**config.mk**
```make
export PLATFORM = sky130hd
export DESIGN_NAME = nn_mac_sequencer
export DESIGN_NICKNAME = d
export VERILOG_FILES = /design/src/rtl/nn_pkg.sv /design/src/rtl/nn_mac_unit.sv /design/src/rtl/nn_mac_sequencer.sv
export SDC_FILE = /design/constraint.sdc
export NUM_CORES = 1
export LEC_CHECK = 0
export CAP_MARGIN = 20
export CORE_ASPECT_RATIO = 0.5
export CORE_UTILIZATION = 25
export DETAILED_ROUTE_END_ITERATION = 8
export SLEW_MARGIN = 0
export SYNTH_ARGS = -nofsm -noshare
export SYNTH_HDL_FRONTEND = slang
export SYNTH_SLANG_ARGS = --single-unit
```
**constraint.sdc**
```tcl
create_clock -name clk -period 21.7 [get_ports clk]
set_input_delay 4.34 -clock clk [delete_from_list [all_inputs] [get_ports clk]]
set_output_delay 4.34 -clock clk [all_outputs]
set_load 0.03 [all_outputs]
```
**src/rtl/nn_pkg.sv**
```systemverilog
// Shared types, config address map and activation helper for the MAC sequencer.
// Latency: none (types and a combinational function only).
// Backpressure: not applicable.
package nn_pkg;

   typedef enum logic [1:0] {IDLE, MAC, ACT, DONE} state_t;

   // Accumulator commands issued by the sequencer each cycle
   typedef enum logic [1:0] {OP_HOLD, OP_START, OP_CLR, OP_ADD} mac_op_t;

   localparam logic [3:0] ADDR_W1    = 4'd0;
   localparam logic [3:0] ADDR_W2    = 4'd1;
   localparam logic [3:0] ADDR_W3    = 4'd2;
   localparam logic [3:0] ADDR_W4    = 4'd3;
   localparam logic [3:0] ADDR_W5    = 4'd4;
   localparam logic [3:0] ADDR_W6    = 4'd5;
   localparam logic [3:0] ADDR_BIAS1 = 4'd6;
   localparam logic [3:0] ADDR_BIAS2 = 4'd7;
   localparam logic [3:0] ADDR_BIAS3 = 4'd8;

   // ReLU followed by clipping to the largest positive out_w-bit signed value
   function automatic logic signed [31:0] relu_clip(input logic signed [31:0] r, input int out_w);
      logic signed [31:0] top_val;
      top_val = (32'sd1 <<< (out_w - 1)) - 32'sd1;
      if (r < 0)
         return 32'sd0;
      else if (r > top_val)
         return top_val;
      else
         return r;
   endfunction

endpackage

```
**src/rtl/nn_mac_unit.sv**
```systemverilog
// Shared signed multiply-accumulate with floor-shift/ReLU-clip activation; NN_SAT_EN selects saturating accumulate.
// Latency: one cycle per accumulate; activation output is combinational from the accumulator.
// Backpressure: none, the sequencer issues one command per cycle.
module nn_mac_unit
   import nn_pkg::*;
#(
   parameter int IN_W  = 8,
   parameter int WT_W  = 8,
   parameter int FRAC  = 7,
   parameter int ACC_W = 20
) (
   input  logic                   clk,
   input  logic                   rst,
   input  mac_op_t                op,
   input  logic                   use_bias,
   input  logic signed [IN_W-1:0] a,
   input  logic signed [WT_W-1:0] w,
   input  logic signed [IN_W-1:0] bias,
   output logic signed [IN_W-1:0] act,
   output logic                   ovf
);

   logic signed [IN_W+WT_W-1:0] prod;
   logic signed [ACC_W-1:0]     term;
   logic signed [ACC_W-1:0]     acc;
   logic signed [ACC_W-1:0]     acc_next;
   logic signed [ACC_W-1:0]     shifted;
   logic                        ovf_evt;

   assign prod = (IN_W+WT_W)'(a) * (IN_W+WT_W)'(w);
   // Bias is integer-valued, so it is moved onto the product's fixed-point grid
   assign term = use_bias ? (ACC_W'(bias) <<< FRAC) : ACC_W'(prod);

`ifdef NN_SAT_EN
   logic signed [ACC_W:0] sum;
   assign sum = (ACC_W+1)'(acc) + (ACC_W+1)'(term);

   // Clamp to the accumulator range when the extra sign bit disagrees
   always_comb begin
      acc_next = sum[ACC_W-1:0];
      ovf_evt  = 1'b0;
      if (sum[ACC_W] != sum[ACC_W-1]) begin
         ovf_evt  = 1'b1;
         acc_next = sum[ACC_W] ? {1'b1, {(ACC_W-1){1'b0}}} : {1'b0, {(ACC_W-1){1'b1}}};
      end
   end
`else
   assign acc_next = acc + term;
   assign ovf_evt  = 1'b0;
`endif

   // Accumulator and per-evaluation sticky overflow
   always_ff @(posedge clk) begin
      if (rst) begin
         acc <= '0;
         ovf <= 1'b0;
      end else begin
         case (op)
            OP_START: begin
               acc <= '0;
               ovf <= 1'b0;
            end
            OP_CLR: acc <= '0;
            OP_ADD: begin
               acc <= acc_next;
               ovf <= ovf | ovf_evt;
            end
            default: ;
         endcase
      end
   end

   assign shifted = acc >>> FRAC;
   assign act     = IN_W'(relu_clip(32'(shifted), IN_W));

endmodule

```
**src/rtl/nn_mac_sequencer.sv**
```systemverilog
// Evaluates the 2-2-1 network h1 -> h2 -> o1 on one shared MAC; NN_SAT_EN enables saturating accumulate.
// Latency: start accepted at E0, h1/h2/out_o1 written at E4/E8/E12, done high in the cycle after E12.
// Backpressure: start ignored while not IDLE; config writes while busy or in DONE are dropped with cfg_err.
module nn_mac_sequencer
   import nn_pkg::*;
#(
   parameter int IN_W  = 8,
   parameter int WT_W  = 8,
   parameter int FRAC  = 7,
   parameter int ACC_W = 20
) (
   input  logic                   clk,
   input  logic                   rst,
   input  logic                   cfg_we,
   input  logic [3:0]             cfg_addr,
   input  logic [WT_W-1:0]        cfg_wdata,
   output logic                   cfg_err,
   input  logic                   start,
   input  logic signed [IN_W-1:0] in1,
   input  logic signed [IN_W-1:0] in2,
   output logic                   busy,
   output logic                   done,
   output logic signed [IN_W-1:0] h1_out,
   output logic signed [IN_W-1:0] h2_out,
   output logic signed [IN_W-1:0] out_o1,
   output logic                   ovf
);

   state_t                 state, next_state;
   mac_op_t                op;
   logic [1:0]             n, k;
   logic signed [WT_W-1:0] w [6];
   logic signed [IN_W-1:0] bias [3];
   logic signed [IN_W-1:0] in1_lat, in2_lat;
   logic signed [IN_W-1:0] src_a, src_b, mac_a, mac_bias, act;
   logic signed [WT_W-1:0] mac_w;
   logic                   use_bias;

   // State register
   always_ff @(posedge clk) begin
      if (rst) state <= IDLE;
      else     state <= next_state;
   end

   // Next state and accumulator command
   always_comb begin
      next_state = state;
      op         = OP_HOLD;
      case (state)
         IDLE: if (start) begin
            next_state = MAC;
            op         = OP_START;
         end
         MAC: begin
            op = OP_ADD;
            if (k == 2'd2) next_state = ACT;
         end
         ACT: begin
            op         = OP_CLR;
            next_state = (n == 2'd2) ? DONE : MAC;
         end
         default: next_state = IDLE;
      endcase
   end

   // Output neuron reuses the hidden results as its inputs
   assign src_a    = (n == 2'd2) ? h1_out : in1_lat;
   assign src_b    = (n == 2'd2) ? h2_out : in2_lat;
   assign mac_a    = (k == 2'd0) ? src_a : src_b;
   assign mac_w    = w[{n, k[0]}];
   assign mac_bias = bias[n];
   assign use_bias = (k == 2'd2);

   assign busy = (state == MAC) || (state == ACT);
   assign done = (state == DONE);

   // Term/neuron counters, input latches and activated results
   always_ff @(posedge clk) begin
      if (rst) begin
         n       <= '0;
         k       <= '0;
         in1_lat <= '0;
         in2_lat <= '0;
         h1_out  <= '0;
         h2_out  <= '0;
         out_o1  <= '0;
      end else begin
         case (state)
            IDLE: if (start) begin
               in1_lat <= in1;
               in2_lat <= in2;
               n       <= '0;
               k       <= '0;
            end
            MAC: k <= k + 2'd1;
            ACT: begin
               case (n)
                  2'd0:    h1_out <= act;
                  2'd1:    h2_out <= act;
                  default: out_o1 <= act;
               endcase
               k <= '0;
               n <= n + 2'd1;
            end
            default: ;
         endcase
      end
   end

   // Config register file; writes only land while idle so an evaluation sees stable parameters
   always_ff @(posedge clk) begin
      if (rst) begin
         for (int i = 0; i < 6; i++) w[i] <= '0;
         for (int i = 0; i < 3; i++) bias[i] <= '0;
         cfg_err <= 1'b0;
      end else begin
         cfg_err <= cfg_we && (state != IDLE);
         if (cfg_we && (state == IDLE)) begin
            for (int i = 0; i < 6; i++)
               if (cfg_addr == ADDR_W1 + 4'(i)) w[i] <= cfg_wdata;
            for (int i = 0; i < 3; i++)
               if (cfg_addr == ADDR_BIAS1 + 4'(i)) bias[i] <= cfg_wdata[IN_W-1:0];
         end
      end
   end

   nn_mac_unit #(
      .IN_W (IN_W),
      .WT_W (WT_W),
      .FRAC (FRAC),
      .ACC_W(ACC_W)
   ) u_mac (
      .clk     (clk),
      .rst     (rst),
      .op      (op),
      .use_bias(use_bias),
      .a       (mac_a),
      .w       (mac_w),
      .bias    (mac_bias),
      .act     (act),
      .ovf     (ovf)
   );

endmodule

```
==> results by group, run 1 <==
Run status
  • Status: completed

Placement
  • Pre-CTS setup slack: 13.39 ns
  • Routability cong.: 0.857
  • Post-DP HPWL: 17.5 mm
  • Port Buffer Count: 58
  • DP Area: 10600 um2
  • Post-placement cell count: 1491

Timing
  • Final Hold Vio Count: 0
  • Hold WS: 0.460 ns
  • Clock Skew: 0.0170 ns
  • Final Max Tran Viols: 0
  • RSZ-0062 raised after global routing: false
  • Final Setup Violations: 0
  • F_max: 125 MHz
  • Final Critical Period: 7.99 ns
  • Final worst setup slack: 13.71 ns
  • Tcrit/Tclk final: 36.8%
  • Final setup TNS: 0 ns
  • Worst Tran Pin Value: 0.985 ns
  • Max-slew headroom: 33.8%

Clock tree
  • H-Tree Level Count: 4
  • Reg clk slew, reported paths: 0.07 ns
  • Hold-fix buffers, CTS: 0
  • Insertion delay to the later sink of the worst-skew pair: 0.44 ns
  • Post-CTS sizing: 0
  • Max clock buf depth: 2
  • CTS tree: done
  • Post-CTS Setup Bufs: 0
  • TritonCTS buffer count: 17
  • Clock sinks: 141
  • CTS Root Buffer Type: clkbuf_16

Pwr
  • VDD IR max: 0.0643 mV
  • Switching share of power: 43.4%
  • Sw Pwr: 566 uW
  • Comb pwr share: 51.8%
  • Clock power frac: 23.0%
  • Internal Pwr Total: 737 uW
  • Pwr Total: 1.30 mW
  • Leakage: 4.46 nW
  • PD cells: 116 nW/um2
  • Reg power frac: 25.3%

Layout
  • Fin nets: 1164
  • Synth-to-Final Area Change: 18.3%
  • FILL cells: 3901
  • Layout Cells excl Fill: 1525
  • Non-Filler Cell Area, Final: 11200 um2
  • # diodes: 0
  • Share of layout cells above drive strength 1: 7.18%
  • Final core area utilization: 30.0%
  • Sequential Area: 3540 um2
  • Multi-input gate area: 5430 um2

Synthesis
  • Post-synth top area cell: edfxtp_1
  • Top cells by count, synth: 97 x inv_1, 86 x nand2_1, 80 x nor2_1
  • Mean Syn Cell Area: 9.85 um2
  • Netlist Area Pre-Place: 9490 um2
  • Synth top area share: 22.8%
  • Most common cell in the netlist: inv_1
  • Gate Count Post-Synth: 963
  • Compound-Gate Fraction of Synth Area: 10.0%
  • Syn nets: 1109
  • Post-synth ARST share: 0%
  • Ranking of synthesized cells by area: edfxtp_1 23%, dfxtp_1 15%, fa_1 12%
  • Synth Area in Simple Gates: 18.1%
  • Library cells used by synthesis: 61
  • Yosys warning count: 0
  • Main combinational cell family by area after synthesis: adder cells
  • Post-Synth XOR/XNOR Area: 3.14%
  • Post-synth EDFFs: 72
  • Area share of fa/ha/maj cells after synthesis: 19.5%
  • #FFs+latches synth: 141
  • Register area share after synthesis: 37.3%
  • Mux cell area share after synthesis: 6.40%
  • Primary FF master, synth: edfxtp_1

Routing
  • DR WL/cell: 15.0 um
  • Total Wirelength: 22.9 mm
  • DRT antenna net count: 0
  • Vias/cell: 4.50
  • DRT iter0 DRCs: 391
  • DR pass1 iterations: 5
  • DRC: 0
  • Vias: 6860

Floorplanning
  • Core area: 37400 um2
  • Die Y: 140 um
  • Die area: 38800 um2
  • I/O pin total: 60
  • Die width: 278 um
  • Starting density of the core: 25.4%
  • Row count: 50

Global route
  • Vias in the first global route: 6776
  • Grt ovf: 0
  • Initial antenna violation count: 0
  • Total track usage: 12.1%
  • Global-route wire length before repair: 36.7 mm
  • Pin count of the biggest net entering global routing: 65

Worst setup path
  • Crit end category: register
  • Startpoint types: register
  • CP arrival: 8.36 ns
  • CP max FO: 10
  • Required @ worst endpoint: 22.07 ns
  • Crit path kind: reg2reg

Flow run
  • Max_cap viols: 0

Hold path
  • Hold crit path type: reg2reg
## layer usage
metal  track usage (%)  routed length, um  vias up
met5                 0                  0        -
met4              5.32                635        0
met3              2.01                899       28
met2              21.0              11600      113
met1              14.9               9750     3346
li1                  -                  -     3373
## cells in the final DEF, fill, tap and decap left out, types with 56 or more instances in the layout
cell	instances
inv_1	97
and2_1	58
a21oi_1	60
ha_1	58
fa_1	56
clkdlybuf4s50_1	57
dfxtp_1	69
edfxtp_1	72
nor2_1	80
nand2_1	86
## worst max-delay path: stages (launching register included)
cell and delay, ns:
dfxtp_1 0.69, buf_8 0.23, mux4_2 0.50, a21oi_1 0.72, or2_2 0.27, inv_1 0.08, fa_1 0.58, inv_1 0.15
fa_1 0.59, fa_1 0.45, fa_1 0.51, inv_1 0.04, ha_1 0.22, or3_4 0.41, or4_4 0.49, and3_4 0.20
o31ai_4 0.33, ha_1 0.28, nand3_1 0.13, o32a_1 0.37, o21ai_0 0.20, xnor2_1 0.17, mux2i_1 0.21, a21o_1 0.09
## flip-flops by register name (all words and copies together), names as in the netlist, named ones only
name       flops
bias          24
cfg_err        1
h1_out         8
h2_out         8
in1_lat        8
in2_lat        8
k              2
n              2
out_o1         8
state          2
u_mac.acc     20
w             48
## power by group through the flow
stage          Combinational, mW  Clock (mW)  Sequential, mW
4_1_cts                    0.677       0.306           0.331
5_1_grt                    0.762       0.317           0.333
2_1_floorplan              0.532           0           0.326
6_report                   0.675       0.299           0.329
3_3_place_gp               0.665           0           0.337
3_5_place_dp               0.671           0           0.337
## worst paths after layout
check / endpoint / slack (ns) / from / cells after the start
setup / recovery: u_mac.acc[19] / 13.71 / k[0] / 23
hold / removal: in1_lat[0] / 0.46 / in1_lat[0] / 2
setup reg to reg: u_mac.acc[19] / 13.71 / k[0] / 23
hold reg to reg: in1_lat[0] / 0.46 / in1_lat[0] / 2
## area by class of cell
type | instances | share of cell area [%]
Timing Repair Buffer | 69 | 5.91
Inverter | 98 | 3.28
Clock buffer | 17 | 3.79
Sequential cell | 141 | 31.6
Clock inverter | 15 | 1.58
Multi-Input combinational cell | 691 | 48.4
Tap cell | 494 | 5.51
## kinds of logic after synthesis
| kind of cell | after synthesis |
|---|---|
| XOR/XNOR | 34 |
| other | 1 |
| AO/OA/AOI/OAI | 155 |
| AND/OR/NAND/NOR | 343 |
| buffers and inverters | 131 |
| adder cells (fa/ha/maj) | 114 |
| multiplexers | 44 |
| flip-flops | 141 |
No activity file was read; power rests on OpenSTA's default activity.
==> run 2, diff against run 1 <==
- clock period: 21.7 -> 6.95 ns (I/O delays scaled with it)
==> run 2 against run 1 <==
Clock skew down 0.0038 ns. Routed wire length up 5.2%. Highest routed layer unchanged. Final area up 9.3%. Fmax up 17%. Critical endpoint unchanged. Via count up 5.7%. Die area unchanged. Combinational power rose to 4.2 times the previous value.
==> results by group, run 2 (same netlist as run 1, synthesis figures left out) <==
Layout
  • Reg with most FFs: w
  • Top flop regs: w: 48 flops, bias: 24 flops, u_mac.acc: 20 flops
  • Max reg flops: 48 (unchanged)
  • Share of layout cells above drive strength 1: 19.5% (+12 points)
  • FILL cells: 3767 (-3.4%)
  • Non-Filler Cell Area, Final: 12300 um2 (+9.3%)
  • Fin nets: 1252 (+7.6%)
  • Commonest non-fill, non-tap cell in the layout: nand2_1
  • Commonest non-fill, non-tap cells in the layout: 86 x nand2_1, 84 x inv_1, 79 x buf_4, 74 x nor2_1, 72 x edfxtp_1
  • Synth-to-Final Area Change: 29.3%
  • # diodes: 0 (unchanged)

Flow run
  • Max_cap viols: 0 (unchanged)

Timing
  • Final Critical Period: 6.81 ns (-1.18 ns)
  • Tcrit/Tclk final: 98.0% (+61 points)
  • Final Setup Violations: 0 (unchanged)
  • Max-slew headroom: 25.9% (-7.9 points)
  • Clock Skew: 0.0132 ns (-0.00378 ns)
  • Hold WS: 0.457 ns (-0.00299 ns)
  • F_max: 147 MHz (+17%)
  • Final Hold Vio Count: 0 (unchanged)
  • RSZ-0062 raised after global routing: true
  • Final Max Tran Viols: 0 (unchanged)
  • Worst Tran Pin Value: 1.10 ns (+0.118 ns)

Placement
  • DP Area: 11000 um2 (+4.0%)
  • Port Buffer Count: 58 (unchanged)
  • Routability cong.: 0.885 (+3.2%)
  • Post-DP HPWL: 17.9 mm (+1.9%)

Global route
  • Grt ovf: 0 (unchanged)
  • Total track usage: 12.0% (-0.11 points)
  • Vias in the first global route: 6850 (+1.1%)
  • Met3 Use GR: 2.08% (+0.067 points)
  • Initial antenna violation count: 0 (unchanged)
  • Met1 Track Usage GR: 15.4% (+0.50 points)
  • GR Layer Usage met2: 20.1% (-0.90 points)
  • Pin count of the biggest net entering global routing: 34 (-48%)
  • Top Usage Layer GRT: met2
  • Global-route wire length before repair: 36.5 mm (-0.30%)

Routing
  • DRT iter0 DRCs: 479 (+23%)
  • Vias/cell: 4.49 (about the same)
  • Total Wirelength: 24.1 mm (+5.2%)
  • DRT antenna net count: 0 (unchanged)
  • Vias: 7250 (+5.7%)
  • DR pass1 iterations: 5 (unchanged)
  • DR WL/cell: 14.9 um (-0.54%)
  • DRC: 0 (unchanged)

Clock tree
  • Insertion delay to the later sink of the worst-skew pair: 0.43 ns (about the same)
  • TritonCTS buffer count: 17 (unchanged)
  • Clock sinks: 141 (unchanged)
  • H-Tree Level Count: 4 (unchanged)
  • Reg clk slew, reported paths: 0.07 ns (about the same)
  • CTS Root Buffer Type: clkbuf_16
  • Max clock buf depth: 2 (unchanged)
  • CTS tree: done

Worst setup path
  • CP arrival: 7.18 ns (-1.18 ns)
  • Worst path slowest cell: fa_1
  • Required @ worst endpoint: 7.32 ns (-14.75 ns)
  • Startpoint types: register
  • Crit-path max cell delay: 0.55 ns (-0.17 ns)
  • Most used cell, CP: fa_1
  • CP max FO: 5 (-5)
  • Crit end category: register
  • Crit path kind: reg2reg

Floorplanning
  • Die area: 38800 um2 (unchanged)
  • Core area: 37400 um2 (unchanged)
  • Die width: 278 um (unchanged)
  • Starting density of the core: 25.4% (unchanged)
  • Row count: 50 (unchanged)
  • Die Y: 140 um (unchanged)
  • I/O pin total: 60 (unchanged)

Pwr
  • VDD IR max: 0.207 mV (+220%)
  • PD cells: 384 nW/um2 (+230%)
  • Leakage: 4.94 nW (+11%)
  • Pwr Total: 4.71 mW (+260%)

Run status
  • Status: completed

Hold path
  • Hold crit path type: reg2reg
[run 2: cell count changes in the layout (fill, tap and decap cells not counted), sizes merged]
| cell | delta |
|---|---|
| inv | -2 |
| clkinvlp | -1 |
| clkbuf | +1 |
| clkinv | +3 |
| buf | +87 |
[run 2: stage by stage]
step / setup TNS, ns / utilization [%] / instances / setup WS [ns]
after floorplan: 0 / - / 963 / 0.0288
after global placement: 0 / 29.5 / 1538 / 0.0878
after detailed placement: -0.0306 / 29.5 / 1538 / -0.0193
after CTS: 0 / 30.9 / 1570 / 0.0291
after global routing: -0.278 / 32.8 / 1613 / -0.159
final: 0 / 32.8 / 1613 / 0.140
[run 2: worst paths after layout]
path,startpoint,end,slack (ns),depth (start not counted)
setup / recovery,k[0],u_mac.acc[19],0.14,28
hold reg to reg,in2_lat[7],in2_lat[7],0.46,2
setup reg to reg,k[0],u_mac.acc[19],0.14,28
hold / removal,in2_lat[7],in2_lat[7],0.46,2
[run 2: timing repair]
item                                    CTS  global route
endpoints found under the setup margin    2             8
resized for setup                         2            84
cloned                                    0             1
buffers inserted                          0            42
hold buffers                              0             0
pin swaps                                 0            58
[run 2: power breakdown]
group | total [mW] | switching (mW) | leakage, nW | internal [mW]
combinational | 2.81 | 1.50 | 3.36 | 1.31
sequential | 1.02 | 0.0692 | 1.31 | 0.955
clock | 0.871 | 0.403 | 0.275 | 0.468
total | 4.71 | 1.97 | 4.94 | 2.73
[run 2: routing by layer]
layer,up-vias,wire length (um),part of all wire [%]
met1,3545,10700,45
met4,0,725,3.0
met5,-,0,0
met2,118,11800,49
li1,3551,-,-
met3,36,749,3.1
[run 2: cell type report]
type                       count  area [um2]  share of cell area, %
multi-input combinational    691        5740                   46.8
sequential                   141        3550                   28.9
timing repair buffer         157        1440                   11.8
tap                          494         618                   5.04
clock buffer                  17         425                   3.47
inverter                      98         370                   3.02
clock inverter                15         124                   1.01
[run 2: worst max-delay path: cells and delay by family, from the launching register on]
family	cells	cell delay [ns]
fa+ha+maj	7	2.61
compound gates	6	1.00
flops	1	0.40
xor+xnor	1	0.19
mux	2	0.51
buf+inv	7	0.65
simple gates	5	1.40
